==> src/rtl/chronos_fetch.sv <==
// IF stage: owns the PC and fetches from a 1-cycle synchronous imem (issue N, if_valid from N+2; 1 instr/cycle steady).
// Backpressure: id_stall freezes IF/ID, one skid entry catches the in-flight response, then issue stops until skid drains.
module chronos_fetch #(
    parameter int              XLEN     = 32,
    parameter logic [XLEN-1:0] RESET_PC = '0
) (
    input  logic            clk,
    input  logic            rst,
    output logic [XLEN-3:0] inst_addr,
    output logic            inst_req,
    input  logic [31:0]     inst,
    input  logic            pred_taken,
    input  logic [XLEN-1:0] pred_target,
    input  logic            redirect_valid,
    input  logic [XLEN-1:0] redirect_pc,
    input  logic            id_stall,
    output logic            if_valid,
    output logic [XLEN-1:0] if_pc,
    output logic [31:0]     if_inst,
    output logic            if_pred_taken,
    output logic [XLEN-1:0] if_pred_target
);

    localparam logic [XLEN-1:0] ALIGN_MASK = ~XLEN'(3);

    logic [XLEN-1:0] pc_q;
    logic [XLEN-1:0] pc_d;

    logic            req_valid;
    logic [XLEN-1:0] req_pc;
    logic            req_pt;
    logic [XLEN-1:0] req_tgt;

    logic            skid_valid;
    logic [XLEN-1:0] skid_pc;
    logic [31:0]     skid_inst;
    logic            skid_pt;
    logic [XLEN-1:0] skid_tgt;

    logic issue;
    logic resp_to_if;
    logic resp_to_skid;
    logic skid_drain;

    // Issue is blocked whenever the response could have nowhere to go.
    always_comb begin
        issue        = !skid_valid && !(id_stall && req_valid);
        inst_req     = issue && !rst;
        inst_addr    = pc_q[XLEN-1:2];
        skid_drain   = skid_valid && !id_stall;
        resp_to_if   = req_valid && !skid_valid && (!if_valid || !id_stall);
        resp_to_skid = req_valid && !resp_to_if;
    end

    always_comb begin
        pc_d = pc_q;
        if (redirect_valid) begin
            pc_d = redirect_pc & ALIGN_MASK;
        end else if (!issue) begin
            pc_d = pc_q;
        end else if (pred_taken) begin
            pc_d = pred_target & ALIGN_MASK;
        end else begin
            pc_d = pc_q + XLEN'(4);
        end
    end

    always_ff @(posedge clk or posedge rst) begin
        if (rst) begin
            pc_q      <= RESET_PC & ALIGN_MASK;
            req_valid <= 1'b0;
            req_pc    <= '0;
            req_pt    <= 1'b0;
            req_tgt   <= '0;
        end else begin
            pc_q      <= pc_d;
            req_valid <= issue && !redirect_valid;
            if (issue) begin
                req_pc  <= pc_q;
                req_pt  <= pred_taken;
                req_tgt <= pred_target;
            end
        end
    end

    always_ff @(posedge clk or posedge rst) begin
        if (rst) begin
            skid_valid <= 1'b0;
            skid_pc    <= '0;
            skid_inst  <= '0;
            skid_pt    <= 1'b0;
            skid_tgt   <= '0;
        end else if (redirect_valid) begin
            skid_valid <= 1'b0;
        end else if (skid_drain) begin
            skid_valid <= 1'b0;
        end else if (resp_to_skid) begin
            skid_valid <= 1'b1;
            skid_pc    <= req_pc;
            skid_inst  <= inst;
            skid_pt    <= req_pt;
            skid_tgt   <= req_tgt;
        end
    end

    // Skid content is older than any response, so it drains first.
    always_ff @(posedge clk or posedge rst) begin
        if (rst) begin
            if_valid       <= 1'b0;
            if_pc          <= '0;
            if_inst        <= '0;
            if_pred_taken  <= 1'b0;
            if_pred_target <= '0;
        end else if (redirect_valid) begin
            if_valid <= 1'b0;
        end else if (skid_drain) begin
            if_valid       <= 1'b1;
            if_pc          <= skid_pc;
            if_inst        <= skid_inst;
            if_pred_taken  <= skid_pt;
            if_pred_target <= skid_tgt;
        end else if (resp_to_if) begin
            if_valid       <= 1'b1;
            if_pc          <= req_pc;
            if_inst        <= inst;
            if_pred_taken  <= req_pt;
            if_pred_target <= req_tgt;
        end else if (!id_stall) begin
            if_valid <= 1'b0;
        end
    end

endmodule
==> config.mk <==
export PLATFORM = sky130hd
export DESIGN_NAME = chronos_fetch
export DESIGN_NICKNAME = d
export VERILOG_FILES = /design/src/rtl/chronos_fetch.sv
export SDC_FILE = /design/constraint.sdc
export NUM_CORES = 1
export LEC_CHECK = 0
export CAP_MARGIN = 20
export CORE_MARGIN = 2
export CORE_UTILIZATION = 42
export DETAILED_ROUTE_END_ITERATION = 8
export DONT_BUFFER_PORTS = 1
export HOLD_SLACK_MARGIN = 0.08
export PLACE_DENSITY = 0.59
export SYNTH_ARGS = -nofsm -noshare
export SYNTH_HDL_FRONTEND = slang
export SYNTH_SLANG_ARGS = --single-unit
==> constraint.sdc <==
create_clock -name clk -period 12.36 [get_ports clk]
set_input_delay 2.472 -clock clk [delete_from_list [all_inputs] [get_ports clk]]
set_output_delay 2.472 -clock clk [all_outputs]
set_load 0.02 [all_outputs]
==> impl_summary.txt <==
----------------------------------------------------
[Hold path]
  Hold Path Cell Cnt ... 2
  Worst Hold Class ... register to register

[STA]
  Transition time at the pin with the least slew margin ... about 1.1 ns
  Final setup viols ... 0
  Final clock skew ... between 0.01 and 0.015 ns
  Post-Route Hold Slack ... a little under 0.5 ns
  Min Tclk post-route ... about 5.6 ns
  Final hold viol count ... 0
  Total negative setup slack ... 0 ns
  Slew Limit Fails ... 0
  Slew headroom ... 0.2470
  Final period util ... 0.4502
  FMAX ... around 0.18 GHz
  Unrepaired setup endpoints after global routing ... no

[Synthesis]
  Number of distinct library cells after synthesis ... 46
  Total number of yosys warnings ... 0
  Post-synthesis instance area ... ~0.013 mm^2
  Cell count after synthesis ... ~1200
  Average instance area after synthesis ... approximately 11 um^2
  Portion of the post-synthesis area used by sequential elements ... 0.5702
  Synthesized flop and latch total ... around 290

[Clock tree]
  Clock tree from TritonCTS ... done
  CTS Hold Buffers Added ... 0
  Worst-case clock buffer depth ... 3
  Count of H-tree levels built during CTS ... 2
  Worst-Skew Late Latency ... about 0.5 ns
  Post-CTS sizing ... 0
  Clock net sink count ... around 290
  Clock-pin slew of the registers on the worst-case setup and hold paths ... 0.06 ns
  Clock buffer count from CTS ... 34
  CTS Root Buffer Type ... clkbuf_16
  Number of post-CTS setup repair buffers ... 0

[Setup path]
  Master of the slowest instance on the critical path ... nor2_1
  Maximum fanout count along the critical path ... 19
  Internal reg-to-reg setup slack ... 9.36 ns
  End point of the critical path ... inst_req
  Count of cells along the worst register-to-register path ... 4
  Critical Path Sink Type ... output port
  Endpoint of the lowest-slack register-to-register path ... pc_q[13]
  Critical path arrival ... 3.09 ns
  Critical path class ... input pin to output port
  Crit start category ... input pin
  Count of cell instances traversed by the critical path ... 2
  Launching element of the worst setup path ... id_stall
  Startpoint of the lowest-slack register-to-register path ... skid_valid
  Sequence of cells on the critical path ... a21o_4 -> nor2_1
  WP buf/inv ... 0
  Crit path largest cell delay ... approximately 0.34 ns
  Cell family with most CP delay ... simple AND/OR/NAND/NOR gates
  CP Data Required Time ... slightly below 10 ns

[Placed design]
  Placer Congestion ... around 0.79
  Port Buffer Count ... 0
  Post-detailed-placement half-perimeter wirelength ... 19600 um

[Power]
  Power per cell area ... ~200 mW/mm^2
  NetSw ... 797.7 uW
  Leakage power ... between 6 and 7 nW
  Combinational power share ... 0.111
  Worst vdd ir ... roughly 110 uV
  P_int ... 1.963 mW
  Sequential cell fraction of total power ... 0.514
  Sw Ratio ... 0.2890
  Clock network fraction of design power ... 0.375

[Drt]
  Total vias in the final route ... 8316
  DRT Wirelength ... roughly 31000 um
  First-pass iteration count of the detailed router ... 5
  Average routed wire per standard cell ... 19.60 um
  DR iter-0 viols ... between 400 and 500
  Post-detailed-route via-to-cell ratio ... around 5.3
  Number of nets with antenna violations after detailed routing ... 0
  Remaining design rule violation count ... 0

[Die]
  Die boundary width ... approximately 180 um
  Overall die area ... about 0.031 mm^2
  Die span in y ... approximately 180 um
  Starting density of the core ... 0.4246
  Core region area ... ~0.03 mm^2
  Standard-cell rows ... 63
  IO Pins ... between 200 and 250

[GRT]
  Antenna violations before repair ... 0
  Aggregate global-route resource usage ... 0.1959
  Maximum number of pins on one net before global-route repair ... ~180
  Sum of overflow across all layers after global routing ... 0
  First-pass GRT wire length ... ~48000 um
  Via count of the first global-routing pass ... about 8000

[Finish]
  Fraction of final layout cells with drive strength greater than 1 ... 0.1478
  Final net count ... ~1300
  Ant diodes ... 0
  Synthesis-to-layout area growth ... 11.20%

[Run]
  MaxCap Viol Count ... 0

[Outcome]
  Status ... complete, no violations

----------------------------------------------------
-- stage by stage --
step | instance area (um^2) | util | std cells | power (mW) | setup WS [ns]
after global routing | 13960 | 0.4722 | 1567 | 2.915 | 6.757
final | 13960 | 0.4722 | 1567 | 2.760 | 6.795
after global placement | 12730 | 0.4306 | 1504 | 1.730 | 6.792
after floorplan | 12560 | - | 1189 | 1.651 | 1.996
after detailed placement | 12760 | 0.4315 | 1505 | 1.752 | 6.788
after CTS | 13940 | 0.4715 | 1566 | 2.804 | 6.787
-- layout make-up --
class / instances / area (um^2)
fill: 2748 / 15600
clock buffer: 50 / 1045
inverter: 8 / 37.54
sequential: 286 / 7157
tap: 390 / 488.0
multi-input combinational: 813 / 4981
clock inverter: 11 / 137.6
timing repair buffer: 9 / 112.6
-- routing by layer --
layer  track usage  wire (um)  vias up
met5             0          0        -
met4       0.04718        480        0
met3       0.07861       3229       34
met2        0.3161      14350      238
met1        0.2464      12650     4067
li1              -          -     3977
-- cells by family (layout without fill, tap and decap cells) --
| family | after synthesis | count (layout) | share of synthesized area |
|---|---|---|---|
| compound gates | 204 | 204 | 0.08543 |
| other cells | 1 | 2 | 0.0002988 |
| mux | 194 | 194 | 0.1642 |
| flops | 286 | 286 | 0.5702 |
| fa+ha+maj | 1 | 1 | 0.0009967 |
| buf+inv | 90 | 78 | 0.03569 |
| xor+xnor | 19 | 19 | 0.01326 |
| simple gates | 393 | 393 | 0.1300 |
-- sequential cells by signal (all words and copies together) (netlist names) --
register,flops
if_inst,32
if_pc,30
if_pred_taken,1
if_pred_target,32
if_valid,1
pc_q,30
req_pc,30
req_pt,1
req_tgt,32
req_valid,1
skid_inst,32
skid_pc,30
skid_pt,1
skid_tgt,32
skid_valid,1
-- synth_stat cells, drive strengths merged --
library cell    n  share of area
a211oi          2         0.0012
a21o            1        0.00060
a21oi          54          0.022
a22oi           1        0.00060
a311oi          3         0.0021
a31oi           1        0.00050
a32oi           1        0.00070
and2            1        0.00050
and3            7         0.0037
and4            1        0.00070
buf            54          0.025
clkbuf         28         0.0085
conb            1        0.00030
dfrtp         286           0.57
ha              1         0.0010
inv             8         0.0024
mux2           95          0.085
mux2i          99          0.079
nand2         316          0.094
nand2b          1        0.00050
nand3          33          0.014
nand4           8         0.0045
nor2           19         0.0061
nor2b           2         0.0010
nor4            4         0.0037
o211ai          1        0.00060
o21a            2         0.0012
o21ai         131          0.052
o22a            1        0.00070
o22ai           5         0.0025
o41ai           1        0.00070
or3             1        0.00050
xnor2           2         0.0014
xor2           17          0.012
-- power groups by stage --
| stage | combinational, mW | clock [mW] | sequential (mW) |
|---|---|---|---|
| finish | 0.305 | 1.04 | 1.42 |
| CTS | 0.313 | 1.07 | 1.42 |
| floorplan | 0.268 | 0 | 1.38 |
| detailed placement | 0.312 | 0 | 1.44 |
| global route | 0.353 | 1.11 | 1.45 |
| global placement | 0.301 | 0 | 1.43 |
-- cells in the final DEF (no fill, tap or decap), drive strengths merged, types with 17 or more instances in the layout --
cell type	count
nand3	33
nand2	316
a21oi	54
mux2i	99
clkbuf	50
dfrtp	286
mux2	95
o21ai	131
xor2	17
nor2	19
-- worst min path at each step --
| stage | startpoint | endpoint | slack, ns |
|---|---|---|---|
| after global placement | req_tgt[0] | req_tgt[0] | 0.48 |
| final | req_pc[4] | req_pc[4] | 0.49 |
| after global routing | skid_pc[20] | skid_pc[20] | 0.51 |
| after floorplan | req_tgt[0] | req_tgt[0] | 0.46 |
| after CTS | req_pc[4] | req_pc[4] | 0.50 |
| after detailed placement | req_pc[4] | req_pc[4] | 0.49 |
No activity file was read; power rests on OpenSTA's default activity.
